--- src/rtl/booth_multiplier_core_if.sv ---
// Handshake and data bundle for the sequential Booth multiplier.
// The master drives operands and start; the slave returns the product and ready.
interface booth_multiplier_core_if #(
    parameter int unsigned MUL_WIDTH = 8
);
    logic                     start;
    logic                     sign;
    logic [MUL_WIDTH-1:0]     data_in1;
    logic [MUL_WIDTH-1:0]     data_in2;
    logic [2*MUL_WIDTH-1:0]   data_out;
    logic                     ready;

    modport master (
        output start,
        output sign,
        output data_in1,
        output data_in2,
        input  data_out,
        input  ready
    );

    modport slave (
        input  start,
        input  sign,
        input  data_in1,
        input  data_in2,
        output data_out,
        output ready
    );
endinterface

--- src/rtl/booth_multiplier_core.sv ---
// Sequential radix-2 Booth multiplier: one Booth step per clock, MUL_WIDTH+1 steps
// per product. Operands are extended by one bit so signed and unsigned share one datapath.
module booth_multiplier_core #(
    parameter int unsigned MUL_WIDTH = 8
) (
    input  logic                      clk,
    input  logic                      rst,
    booth_multiplier_core_if.slave    bus
);
    localparam int unsigned W  = MUL_WIDTH;
    localparam int unsigned EW = MUL_WIDTH + 1;
    localparam int unsigned CW = $clog2(EW + 1);

    localparam logic [0:0]    StIdle  = 1'b0;
    localparam logic [0:0]    StBusy  = 1'b1;
    localparam logic [CW-1:0] CntInit = CW'(EW);
    localparam logic [CW-1:0] CntOne  = CW'(1);

    logic [0:0]      state_q, state_d;
    logic [EW-1:0]   a_q, a_d;
    logic [EW-1:0]   q_q, q_d;
    logic [EW-1:0]   m_q, m_d;
    logic            qm1_q, qm1_d;
    logic [CW-1:0]   cnt_q, cnt_d;
    logic [2*W-1:0]  dout_q, dout_d;

    logic [EW-1:0]   sum;
    logic [EW-1:0]   a_sh;
    logic [EW-1:0]   q_sh;
    logic [EW-1:0]   ext1;
    logic [EW-1:0]   ext2;

    // Operand extension and one Booth add/sub followed by the arithmetic shift.
    always_comb begin
        ext1 = bus.sign ? {bus.data_in1[W-1], bus.data_in1} : {1'b0, bus.data_in1};
        ext2 = bus.sign ? {bus.data_in2[W-1], bus.data_in2} : {1'b0, bus.data_in2};
        unique case ({q_q[0], qm1_q})
            2'b01:   sum = a_q + m_q;
            2'b10:   sum = a_q - m_q;
            default: sum = a_q;
        endcase
        a_sh = {sum[EW-1], sum[EW-1:1]};
        q_sh = {sum[0], q_q[EW-1:1]};
    end

    // Next-state: accept a start while idle, otherwise iterate until the counter expires.
    always_comb begin
        state_d = state_q;
        a_d     = a_q;
        q_d     = q_q;
        m_d     = m_q;
        qm1_d   = qm1_q;
        cnt_d   = cnt_q;
        dout_d  = dout_q;
        unique case (state_q)
            StIdle: begin
                if (bus.start) begin
                    state_d = StBusy;
                    m_d     = ext1;
                    q_d     = ext2;
                    a_d     = '0;
                    qm1_d   = 1'b0;
                    cnt_d   = CntInit;
                end
            end
            default: begin
                a_d   = a_sh;
                q_d   = q_sh;
                qm1_d = q_q[0];
                cnt_d = cnt_q - CntOne;
                if (cnt_q == CntOne) begin
                    state_d = StIdle;
                    // The extended product is 2*EW bits; only the low 2*W are significant.
                    dout_d  = {a_sh[W-2:0], q_sh, 1'b0} >> 1;
                end
            end
        endcase
    end

    // State registers, cleared immediately by reset.
    always_ff @(posedge clk or posedge rst) begin
        if (rst) begin
            state_q <= StIdle;
            a_q     <= '0;
            q_q     <= '0;
            m_q     <= '0;
            qm1_q   <= 1'b0;
            cnt_q   <= '0;
            dout_q  <= '0;
        end else begin
            state_q <= state_d;
            a_q     <= a_d;
            q_q     <= q_d;
            m_q     <= m_d;
            qm1_q   <= qm1_d;
            cnt_q   <= cnt_d;
            dout_q  <= dout_d;
        end
    end

    assign bus.ready    = (state_q == StIdle);
    assign bus.data_out = dout_q;
endmodule

--- src/flat_wrapper.sv ---
// flat-port wrapper written by rule: the top's interface ports become plain ports
module booth_multiplier_core_flat 
#(
    parameter int unsigned MUL_WIDTH = 8
)
  (clk, rst, bus_start, bus_sign, bus_data_in1, bus_data_in2, bus_data_out, bus_ready);
  booth_multiplier_core_if #(.MUL_WIDTH(MUL_WIDTH)) bus_i ();
  input  logic clk;
  input  logic rst;
  input wire logic [$bits(bus_i.start)-1:0] bus_start;
  input wire logic [$bits(bus_i.sign)-1:0] bus_sign;
  input wire logic [$bits(bus_i.data_in1)-1:0] bus_data_in1;
  input wire logic [$bits(bus_i.data_in2)-1:0] bus_data_in2;
  output wire logic [$bits(bus_i.data_out)-1:0] bus_data_out;
  output wire logic [$bits(bus_i.ready)-1:0] bus_ready;
  assign bus_i.start = bus_start;
  assign bus_i.sign = bus_sign;
  assign bus_i.data_in1 = bus_data_in1;
  assign bus_i.data_in2 = bus_data_in2;
  assign bus_data_out = bus_i.data_out;
  assign bus_ready = bus_i.ready;
  booth_multiplier_core #(.MUL_WIDTH(MUL_WIDTH)) u_core (.clk(clk), .rst(rst), .bus(bus_i));
endmodule
--- config.mk ---
export PLATFORM = sky130hd
export DESIGN_NAME = booth_multiplier_core_flat
export DESIGN_NICKNAME = d
export VERILOG_FILES = /design/src/rtl/booth_multiplier_core_if.sv /design/src/rtl/booth_multiplier_core.sv /design/src/flat_wrapper.sv
export SDC_FILE = /design/constraint.sdc
export NUM_CORES = 1
export LEC_CHECK = 0
export CORE_MARGIN = 5
export CORE_UTILIZATION = 26
export DETAILED_ROUTE_END_ITERATION = 8
export PLACE_DENSITY = 0.43
export SLEW_MARGIN = 20
export SYNTH_ARGS = -nofsm -noshare
export SYNTH_HDL_FRONTEND = slang
export SYNTH_SLANG_ARGS = --single-unit
--- constraint.sdc ---
create_clock -name clk -period 5.59 [get_ports clk]
set_clock_uncertainty 0.1 [all_clocks]
set_input_delay 0.559 -clock clk [delete_from_list [all_inputs] [get_ports clk]]
set_output_delay 0.559 -clock clk [all_outputs]
set_load 0.02 [all_outputs]
Word level (Yosys, flattened, before mapping)
Cells that the tools add are included.
- word-level logic and storage cells: 31
- flip-flop bits (word level): 49
- memories: 0
- bits in latches: 0
- bits in writable memories: 0
- output and inout bits: 17
- bits in read-only memories: 0
- equal/unequal tests: 3
- bitwise gates (word level): 1
- order comparisons: 0
- $mul: 0
- shifts and indexed selects: 0
- divide/modulo/power cells: 0
- multiplexer cells: 14
- reductions and logical operators: 3
- add/sub/neg operators: 3
- operator list (cell ; count):
    $mux 9 ; 6
    $pmux 9 s2 ; 1
    $add 9x9->9 ; 1
    $sub 9x9->9 ; 1
    $mux 4 ; 2
    $mux 1 ; 5
    $eq 4x1->1 const B ; 1
    $reduce_and 2->1 ; 2
    $sub 4x1->4 const B ; 1
    $eq 2x1->1 const B ; 1
    $eq 2x2->1 const B ; 1
    $reduce_bool 2->1 ; 1
    $not 1->1 ; 1

Longest topological paths before layout
Gate-level depths: netlist of the first run.
- word-level depth: 3
- mapped depth: 12
- depth with buffers taken out: 11

Worst setup path after synthesis of the first run
No wires, ideal clock.
- path kind: register to register
- start: register u_core.qm1_q
- end: register u_core.dout_q[14] (netlist: u_core.bus.data_out[14])
- slack: 2958 ps
- stages on the path, launching flop included: 12
- setup time: 135 ps
- data required time: 5355 ps
- arrival time: 2397 ps
- cells stage by stage: dfrtp_1 -> inv_1 -> ha_1 -> clkbuf_1 -> mux2_2 -> fa_1 -> nand2b_1 -> a21oi_1 -> a31oi_1 -> xnor2_1 -> mux2i_1 -> o21ai_0
- cells in the longest elaborated chain, start to end: 2
- elaborated cells between the ends (all ways): 3
- classes of those cells: 2 x eq/ne; 1 x mux
- ends and longest elaborated chain (what ; RTL line ; text):
    start, declared ; booth_multiplier_core.sv:23 ; logic qm1_q, qm1_d;
    start signal, assigned ; booth_multiplier_core.sv:95 ; qm1_q <= qm1_d;
    $eq 2x2->1 or $eq 2x1->1 (tied branches) ; booth_multiplier_core.sv:37 ; unique case ({q_q[0], qm1_q})
    $pmux 9 s2 (*) ; booth_multiplier_core.sv:37 ;
    end signal, assigned ; booth_multiplier_core.sv:97 ; dout_q <= dout_d;
    end, declared ; booth_multiplier_core.sv:25 ; logic [2*W-1:0] dout_q, dout_d;
Every way passes the cells marked *; elsewhere a longest branch is shown, timed or not.
A chain may end at the register's enable or synchronous reset.

Worst setup path in the final report of the first run
Same ends and word-level chain as after synthesis.

==> out/results.ini, run 1 <==
[clock_network]
ctsResizeCount = 0
cts_buffers = 5
htree_levels = 2
cts.sinks = 48
insertion_delay_ns = 0.31
cts_setup_buffers = 0
clock_path_buffers = 2
cts_tree = built
clk_pin_slew_ns = 0.10
cts-root-buf = clkbuf_8
cts_hold_buf = 0

[yosys]
synth_cell_types = 37
syn_inst = 260
synthTopCellsByArea = dfrtp_1 48%, nand2_1 6.8%, ha_1 5.9%
ys_ff_latch = 48
yosysWarnings = 0
synth_top_area_share_pct = 47.57
synth_flop_cell = dfrtp_1
syn-num-nets = 293
synth_edf_count = 0
synth_area_um2 = 2525
synth_top_area_cell = dfrtp_1
syn_area_per_cell_um2 = 9.711
synth-async-reset-ratio_pct = 100.0
ys_seq_area_share_pct = 47.57

[critical_path]
regToRegEndpoint = u_core.bus.data_out[14]$_DFFE_PP0P_
rr_startpoint = u_core.qm1_q$_DFFE_PP0P_
r2r_slack_ns = 2.79
cp.arrival_ns = 2.87
cp_data_required_time_ns = 5.65
crit_fanout = 8
r2r_cells = 10
crit_type = reg -> reg
start_kind = register
critPathCaptureType = register
startpoint = u_core.qm1_q$_DFFE_PP0P_

[drt]
ant_nets = 0
wl_per_cell_um = 13.98
vias = 1919
routed_via_density = 4.484
drt_iter0_markers = 63
drc = 0
wirelength_um = 5985
drt_pass1_iterations = 4

[die]
dieArea_um2 = 11780
ios = 37
start_util_pct = 26.19
die_w_um = 108.5
row_count = 36
core_area_um2 = 9639
dieHeight_um = 108.5

[sta]
grt_setup_unrepaired = false
relSlewSlack_pct = 39.27
clock.fmax_ghz = 0.3567
maxSlewViolCount = 0
hold_violations = 0
fin_crit_ns = 2.803
fin_crit_sh_pct = 50.15
finalSetupViolCount = 0
fin_tns_setup_ns = 0
worst_pin_slew_ns = 0.9084

[power]
p_sw_share_pct = 45.67
internal_power_uw = 1226
total_power_uw = 2258
cellPowerDensity_nw_per_um2 = 722.9
sequentialPowerShare_pct = 29.1
switchingPower_uw = 1031
vdd_drop_max_mv = 0.2002
p_leak_uw = 0.001390
combPwrFrac_pct = 60.6
clkPwrFrac_pct = 10.3

[finish]
area_growth_pct = 23.69
nNetsFinal = 327
insertedDiodeCount = 0
drive_above_1_share_pct = 8.475
final_util_pct = 32.40
postLayoutCellArea_um2 = 3123

[run_status]
outcome = finished, final reports clean

[min_path]
min_to = u_core.bus.data_out[11]$_DFFE_PP0P_
hp-start = u_core.bus.data_out[11]$_DFFE_PP0P_
holdPathStages = 2
hold_class = reg -> reg

[grt]
gr-total-overflow = 0
grt_pass1_wl_um = 10020
gr-usage-all-layers_pct = 10.80
grt_max_degree = 49
antenna_found_initial = 0
grt_pass1_vias = 1945

[placement]
place_area_um2 = 3024
dpl.hpwl_um = 4195
place.port_buffers = 36
place.gp.congestion = 0.7979

[flow_run]
maxCapViolations = 0

kinds of logic (layout without fill, tap and decap cells):
family / after synthesis / in the layout / synth area share, %
and+or+nand+nor: 83 / 83 / 15.31
AOI/OAI and AO/OA: 60 / 60 / 13.92
DFF: 48 / 48 / 47.57
buffers and inverters: 24 / 59 / 3.766
muxes: 18 / 18 / 7.533
xor gates and xnor gates: 14 / 14 / 5.154
adders and majority gates: 13 / 13 / 6.739
state kept, by name, indices dropped and copies added, names as in the netlist:
register / count
u_core.bus.data_out: 16
u_core.m_q: 9
u_core.q_q: 9
u_core.a_q: 8
u_core.cnt_q: 4
u_core.qm1_q: 1
u_core.state_q: 1
worst max path at each step:
stage / endpoint / slack (ns) / cells after the start
global route: u_core.a_q[5]$_DFFE_PP0P_ / 2.54 / 10
global placement: u_core.m_q[6]$_DFFE_PP0P_ / 2.76 / 4
detailed placement: u_core.bus.data_out[14]$_DFFE_PP0P_ / 2.79 / 10
finish: u_core.bus.data_out[14]$_DFFE_PP0P_ / 2.79 / 10
floorplan: u_core.bus.data_out[14]$_DFFE_PP0P_ / 2.96 / 11
CTS: u_core.bus.data_out[14]$_DFFE_PP0P_ / 2.76 / 10
Yosys cell counts, drive strengths merged (2+ instances only):
master	n
a21o	3
a21oi	13
a31oi	5
and3	3
and4	2
buf	5
clkbuf	7
dfrtp	48
ha	12
inv	11
mux2	8
mux2i	10
nand2	46
nand2b	3
nand3	3
nand3b	2
nor2	12
nor2b	4
nor3	3
o21ai	30
o31ai	3
or3	3
xnor2	10
xor2	4
cell usage in the layout, fill, tap and decap left out, types with 5 or more instances in the layout:
cell             instances
a31oi_1                  5
o21ai_0                 30
inv_1                   10
mux2i_1                 10
a21oi_1                 13
dfrtp_1                 48
mux2_2                   8
nor2_1                  12
clkdlybuf4s50_1         36
xnor2_1                  9
nand2_1                 46
ha_1                    12
clkbuf_8                 6
worst max-delay path, stage by stage, from the launching register on:
cell and delay (ns):
dfrtp_1 0.38, inv_1 0.05, ha_1 0.33, mux2_2 0.40, fa_1 0.43, nand2b_1 0.16
a21oi_1 0.27, a31oi_1 0.15, xnor2_1 0.14, mux2i_1 0.16, o21ai_0 0.09
area by class of cell:
cell class / count / area (um^2)
clock inverters: 2 / 13.76
inverters: 12 / 45.04
flip-flops and latches: 48 / 1201
fillers: 1041 / 6516
repair buffers: 39 / 382.9
clock buffers: 6 / 82.58
multi-input cells: 188 / 1231
well taps: 133 / 166.4
stage by stage:
step	hold WS (ns)	std cells	setup WS, ns
finish	0.3851	428	2.787
global route	0.4198	428	2.539
CTS	0.3910	428	2.762
detailed placement	0.3616	420	2.786
global placement	0.3617	420	2.760
floorplan	0.3529	260	2.958
power groups by stage:
stage / Sequential, uW / Combinational, uW / Clock [uW]
6_report: 656 / 1370 / 232
5_1_grt: 682 / 1540 / 255
4_1_cts: 659 / 1390 / 244
3_5_place_dp: 663 / 1380 / 0
3_3_place_gp: 663 / 1370 / 0
2_1_floorplan: 684 / 965 / 0
layer usage:
layer,part of all wire [%],global-route usage (%),up-vias
met2,47,17.08,28
met4,1.5,3.517,0
li1,-,-,961
met3,2.3,1.672,7
met1,49,15.12,923
met5,0,0,-
(Power assumes the default switching activity.)
==> run 2: changes to the inputs <==
Clock period 5.59 ns to 2.9 ns, I/O delays scaled along.
==> out/results.ini, run 2 (synthesis gave the netlist of run 1 again) <==
[sta]
maxSlewViolCount = 0
fin_crit_sh_pct = 90.99
fin_crit_ns = 2.639
finalSetupViolCount = 0
relSlewSlack_pct = 54.73
grt_setup_unrepaired = false
clock.fmax_ghz = 0.3790
timing.final.ws_setup_ns = 0.2612
worst_pin_slew_ns = 0.6766
fin_tns_setup_ns = 0
hold_violations = 0

[flow_run]
maxCapViolations = 0

[drt]
routed.top_layer = met4
ant_nets = 0
dr_wl_met3_um = 159
wl_met2_um = 2636
drc = 0
wirelength_met1_um = 2914
wl_per_cell_um = 13.40
vias = 1909
routed_via_density = 4.429
wirelength_um = 5775
drt_iter0_markers = 81
drt_pass1_iterations = 4

[placement]
place_inst = 423
place_ws_ns = 0.2099
place.gp.congestion = 0.7850
place.port_buffers = 36
dpl.hpwl_um = 4190

[critical_path]
r2r_cells = 10
crit_type = reg -> reg
start_kind = register
cp_data_required_time_ns = 2.97
critPathCaptureType = register
crit_fanout = 4
cp.arrival_ns = 2.71

[finish]
layoutNonFillerInstCount = 431
final_util_pct = 32.66
drive_above_1_share_pct = 8.725
insertedDiodeCount = 0
layout_commonest_cell = dfrtp_1
final_cell_mix = 48 x dfrtp_1, 46 x nand2_1, 36 x clkdlybuf4s50_1
nNetsFinal = 330
area_growth_pct = 24.68
largest_reg_flops = 16

[clock_network]
htree_levels = 2
insertion_delay_ns = 0.30
cts_buffers = 5
cts.sinks = 48
cts-root-buf = clkbuf_8
clk_pin_slew_ns = 0.09
cts_tree = built
clock_path_buffers = 2

[min_path]
hold_class = in -> async

[die]
row_count = 36
dieArea_um2 = 11780
dieHeight_um = 108.5
core_area_um2 = 9639
ios = 37
die_w_um = 108.5
start_util_pct = 26.19

[power]
cellPowerDensity_nw_per_um2 = 1361
p_leak_uw = 0.001400
vdd_drop_max_mv = 0.4286

[run_status]
outcome = finished, final reports clean

[grt]
grt_pass1_wl_um = 9825
grt_max_degree = 35
gr-total-overflow = 0
antenna_found_initial = 0
gr-usage-all-layers_pct = 10.59
grt_pass1_vias = 1909

[run 2: report_power, final]
| group | switching [uW] | internal [uW] | total [uW] |
|---|---|---|---|
| Combinational | 1430 | 1190 | 2620 |
| Sequential | 256 | 1010 | 1260 |
| Clock | 229 | 173 | 402 |
| Total | 1920 | 2360 | 4280 |
[run 2: through the flow]
step	power (uW)	instance area (um^2)	hold WS, ns
global placement	3910	3059	0.3611
floorplan	3178	2525	0.3068
finish	4284	3148	0.2225
CTS	4339	3144	0.2440
detailed placement	3916	3059	0.3628
global route	4751	3148	0.2676
[run 2: area by class of cell]
type / count / area [um^2]
flip-flops and latches: 48 / 1201
multi-input cells: 188 / 1232
fillers: 1051 / 6491
repair buffers: 42 / 417.9
clock inverters: 1 / 8.758
well taps: 133 / 166.4
inverters: 12 / 45.04
clock buffers: 7 / 76.32
[run 2: critical path: stages, from the launching register on]
cell	delay, ns
dfrtp_1	0.41
inv_1	0.10
ha_1	0.30
mux2_2	0.29
fa_1	0.43
nand2b_1	0.17
a21oi_2	0.21
a31oi_1	0.13
xnor2_1	0.13
mux2i_1	0.16
o21ai_0	0.09
[run 2: worst paths after layout]
check	startpoint	to	slack (ns)
max	u_core.m_q[0]$_DFFE_PP0P_	u_core.a_q[5]$_DFFE_PP0P_	0.26
min in group clk	u_core.bus.data_out[3]$_DFFE_PP0P_	u_core.bus.data_out[3]$_DFFE_PP0P_	0.39
max reg2reg	u_core.m_q[0]$_DFFE_PP0P_	u_core.a_q[5]$_DFFE_PP0P_	0.26
min	rst	u_core.m_q[7]$_DFFE_PP0P_	0.22
min reg2reg	u_core.bus.data_out[3]$_DFFE_PP0P_	u_core.bus.data_out[3]$_DFFE_PP0P_	0.39
max in group asynchronous	rst	u_core.a_q[5]$_DFFE_PP0P_	1.95
[run 2: repair_timing]
item / CTS / global route
endpoints found under the setup margin: 0 / 3
hold buffers: 0 / 0
gates resized for setup: 0 / 1
buffers inserted: 0 / 0
[run 2: per-layer routing]
metal	vias up	GRT usage [%]
met5	-	0
li1	966	-
met1	911	15.28
met4	0	2.976
met3	4	2.209
met2	28	15.98
==> run 3: changes to the inputs <==
Settings changed: CORE_ASPECT_RATIO from default to 0.9, CORE_MARGIN 5 to default, SKIP_CTS_REPAIR_TIMING from default to 1.
==> out/results.ini, run 3 (synthesis gave the netlist of run 1 again) <==
[run_status]
outcome = finished, final reports clean

[drt]
wirelength_um = 5940
dr_wl_met3_um = 141
wl_per_cell_um = 14.08
wl_met2_um = 2534
vias = 1940
drt_pass1_iterations = 4
routed.top_layer = met4
routed_via_density = 4.597
drc = 0
drt_iter0_markers = 48
ant_nets = 0
wirelength_met1_um = 3198

[finish]
layout_commonest_cell = dfrtp_1
final_util_pct = 34.00
area_growth_pct = 24.53
insertedDiodeCount = 0
layoutNonFillerInstCount = 422
drive_above_1_share_pct = 10.00
largest_reg_flops = 16
nNetsFinal = 332
final_cell_mix = 48 x dfrtp_1, 46 x nand2_1, 36 x clkdlybuf4s50_1

[clock_network]
cts_tree = built
htree_levels = 2
clock_path_buffers = 2
cts.sinks = 48
cts_buffers = 5
clk_pin_slew_ns = 0.09
insertion_delay_ns = 0.30
cts-root-buf = clkbuf_8

[sta]
worst_pin_slew_ns = 0.6319
hold_violations = 0
fin_crit_ns = 2.672
grt_setup_unrepaired = false
fin_tns_setup_ns = 0
relSlewSlack_pct = 57.72
timing.final.ws_setup_ns = 0.2278
fin_crit_sh_pct = 92.14
finalSetupViolCount = 0
maxSlewViolCount = 0
clock.fmax_ghz = 0.3742

[min_path]
hold_class = in -> async

[placement]
place_ws_ns = 0.2251
place.port_buffers = 36
dpl.hpwl_um = 4327
place.gp.congestion = 0.8133
place_inst = 414

[flow_run]
maxCapViolations = 0

[critical_path]
startpoint = u_core.q_q[0]$_DFFE_PP0P_
cp.arrival_ns = 2.76
r2r_slack_ns = 0.23
crit_fanout = 7
critPathCaptureType = register
cp_data_required_time_ns = 2.99
rr_startpoint = u_core.q_q[0]$_DFFE_PP0P_
r2r_cells = 11
start_kind = register
crit_type = reg -> reg

[grt]
gr-usage-all-layers_pct = 13.10
grt_max_degree = 24
gr-total-overflow = 0
antenna_found_initial = 0
grt_pass1_vias = 2018
grt_pass1_wl_um = 10120

[die]
ios = 37
row_count = 33
core_area_um2 = 9249
dieArea_um2 = 10110
dieHeight_um = 95.49
die_w_um = 105.9
start_util_pct = 27.30

[power]
total_power_uw = 4386
p_leak_uw = 0.001414
cellPowerDensity_nw_per_um2 = 1395
vdd_drop_max_mv = 0.3710

## run 3: power breakdown
group          total (uW)  internal [uW]  switching (uW)
registers            1290           1010             285
logic                2670           1190            1480
clock network         422            191             231
## run 3: worst paths after layout
path,to
hold / removal,u_core.q_q[8]$_DFFE_PP0P_
setup reg to reg,u_core.a_q[7]$_DFFE_PP0P_
setup / recovery,u_core.a_q[7]$_DFFE_PP0P_
min in group clk,u_core.bus.data_out[1]$_DFFE_PP0P_
max in group asynchronous,u_core.cnt_q[2]$_DFFE_PP0P_
hold reg to reg,u_core.bus.data_out[1]$_DFFE_PP0P_
## run 3: worst max-delay path, stage by stage, from the launching register on
cell	delay [ns]
dfrtp_1	0.41
ha_1	0.22
buf_4	0.17
a31oi_1	0.17
xnor2_1	0.18
ha_1	0.34
a21o_1	0.20
a31o_2	0.24
a21oi_1	0.16
xnor2_1	0.10
o21ai_0	0.16
o31ai_1	0.09
## run 3: cell type report
| type | count | area (um^2) |
|---|---|---|
| fill | 977 | 6105 |
| multi-input combinational | 188 | 1232 |
| sequential | 48 | 1201 |
| timing repair buffer | 44 | 420.4 |
| tap | 122 | 152.6 |
| clock buffer | 6 | 82.58 |
| inverter | 12 | 45.04 |
| clock inverter | 2 | 10.01 |
## run 3: layer usage
metal / global-route usage, % / up-vias
met5: 0 / -
met4: 3.819 / 0
met3: 2.529 / 6
met2: 20.86 / 30
met1: 18.06 / 933
li1: - / 971
## run 3: stage by stage
stage	hold WS [ns]	instance area (um^2)
6_report	0.2186	3144
5_1_grt	0.2842	3144
4_1_cts	0.2393	3141
3_5_place_dp	0.3623	3048
3_3_place_gp	0.3592	3048
2_1_floorplan	0.3068	2525
==> variant, RTL diff (flow settings as in run 1) <==
`MUL_WIDTH` is set to 8 in 3 places; all go to 16.
--- a/src/rtl/booth_multiplier_core_if.sv
+++ b/src/rtl/booth_multiplier_core_if.sv
@@ -3,3 +3,3 @@
 interface booth_multiplier_core_if #(
-    parameter int unsigned MUL_WIDTH = 8
+    parameter int unsigned MUL_WIDTH = 16
 );
--- a/src/rtl/booth_multiplier_core.sv
+++ b/src/rtl/booth_multiplier_core.sv
@@ -3,3 +3,3 @@
 module booth_multiplier_core #(
-    parameter int unsigned MUL_WIDTH = 8
+    parameter int unsigned MUL_WIDTH = 16
 ) (
--- a/src/flat_wrapper.sv
+++ b/src/flat_wrapper.sv
@@ -3,3 +3,3 @@
 #(
-    parameter int unsigned MUL_WIDTH = 8
+    parameter int unsigned MUL_WIDTH = 16
 )
Ports: changed (resized bus_data_in1, bus_data_in2 and bus_data_out); port bits go from 37 to 69. No check against the original RTL was run, so the function may have changed too.
==> variant against run 1 <==
- wire length rose by 110%
- power up 110%
- clock power grew to 2.8 times the old value
- sequential cell count rose by 41
- area after synthesis up 94%
- core utilization grew 0.35 points
- synthesized cell count up 100%
- maximum frequency down 27%
- worst setup slack lost 1.0 ns
- die area up 84%
- final area increased by 95%
- largest cell class unchanged
- highest routed layer unchanged
==> variant: results (changes against run 1) <==
| Metric | Value |
|---|---|
| Met3 wire len | `709 µm (+420%)` |
| Total global routing track utilization | `12.0% (+1.2 points)` |
| TritonCTS buffer count | `9 (+4)` |
| Average wire per standard cell | `15.4 µm (+9.8%)` |
| Clock Pin Slew Worst Setup and Hold Paths | `0.07 ns (-0.03 ns)` |
| Min-delay src | `u_core.bus.data_out[0]` |
| Critical Path AT | `4.01 ns (+1.14 ns)` |
| Post-synth top cells | `nand2_1 (112), dfrtp_1 (89), o21ai_0 (48), a21oi_1 (28), nor2_1 (24)` |
| Clock power frac | `13.6% (+3.3 points)` |
| Routability cong. | `0.914 (+15%)` |
| Slowest stage delay, CP | `0.53 ns (+0.10 ns)` |
| Syn Nets | `578 (+97%)` |
| Met1 WL | `6.14 mm (+110%)` |
| Reg2Reg Depth | `14 (+4)` |
| Largest net degree at the start of global routing | `53 (+8.2%)` |
| Nets | `637 (+95%)` |
| Port Buf Inserts | `68 (+89%)` |
| Share of the yosys chip area belonging to registers | `45.5% (-2.0 points)` |
| Hold EP | `u_core.bus.data_out[0]` |
| Status | `finished, final reports clean` |
| Share of cells above drive strength 1 | `9.57% (+1.1 points)` |
| TritonRoute pass-1 iters | `6 (+2)` |
| Met2 Wirelength | `5.59 mm (+100%)` |
| Design Area, Final | `0.00610 mm² (+95%)` |
| Met3 Resource Use GR | `3.45% (+1.8 points)` |
| Most area-consuming cells after synthesis | `dfrtp_1 (46%), nand2_1 (8.6%), ha_1 (5.1%)` |
| Htree depth | `3 (+1)` |
| Leakage | `2.73 nW (+96%)` |
| Vias in the first global route | `3964 (+100%)` |
| CTS root buffer | `clkbuf_16` |
| GR Layer Usage met2 | `18.8% (+1.7 points)` |
| Slew Limit Headroom | `34.1% (-5.1 points)` |
| Placed inst area | `0.00579 mm² (+91%)` |
| Clock insertion delay at the later pin of the skew report | `0.35 ns (+0.04 ns)` |
| Total power | `0.00469 W (+110%)` |
| Beginning of the worst register-to-register path | `u_core.m_q[1]` |
| Drt via density | `4.75 (+6.0%)` |
variant: cell types whose count changed after synthesis, moves of 6 or more:
cell and delta:
o21ai_0 +18, xnor2_1 +9, nor2_1 +12, clkbuf_1 +11
mux2i_1 +8, a21oi_1 +15, mux2_2 +13, nor3_1 +6
ha_1 +8, dfrtp_1 +41, nand2_1 +66
variant: final cells by class:
type	instances	area share, %
timing repair buffer	74	11.9
sequential	89	36.5
multi-input combinational	389	40.6
inverter	17	1.07
clock buffer	10	3.91
tap	234	4.80
clock inverter	6	1.23
variant: cells by family after synthesis:
logic type	Yosys count	synth area share (%)
buffers and inverters	43	3.86
AND/OR/NAND/NOR	183	17.1
AO/OA/AOI/OAI	120	14.7
XOR/XNOR	26	4.81
multiplexers	39	8.52
flip-flops	89	45.5
adder cells (fa/ha/maj)	21	5.52
variant: metrics by stage:
stage	setup WS [ns]	std cells
final	1.76	819
after global routing	1.46	819
after floorplan	2.12	521
after global placement	1.88	803
after CTS	1.73	819
after detailed placement	1.76	803
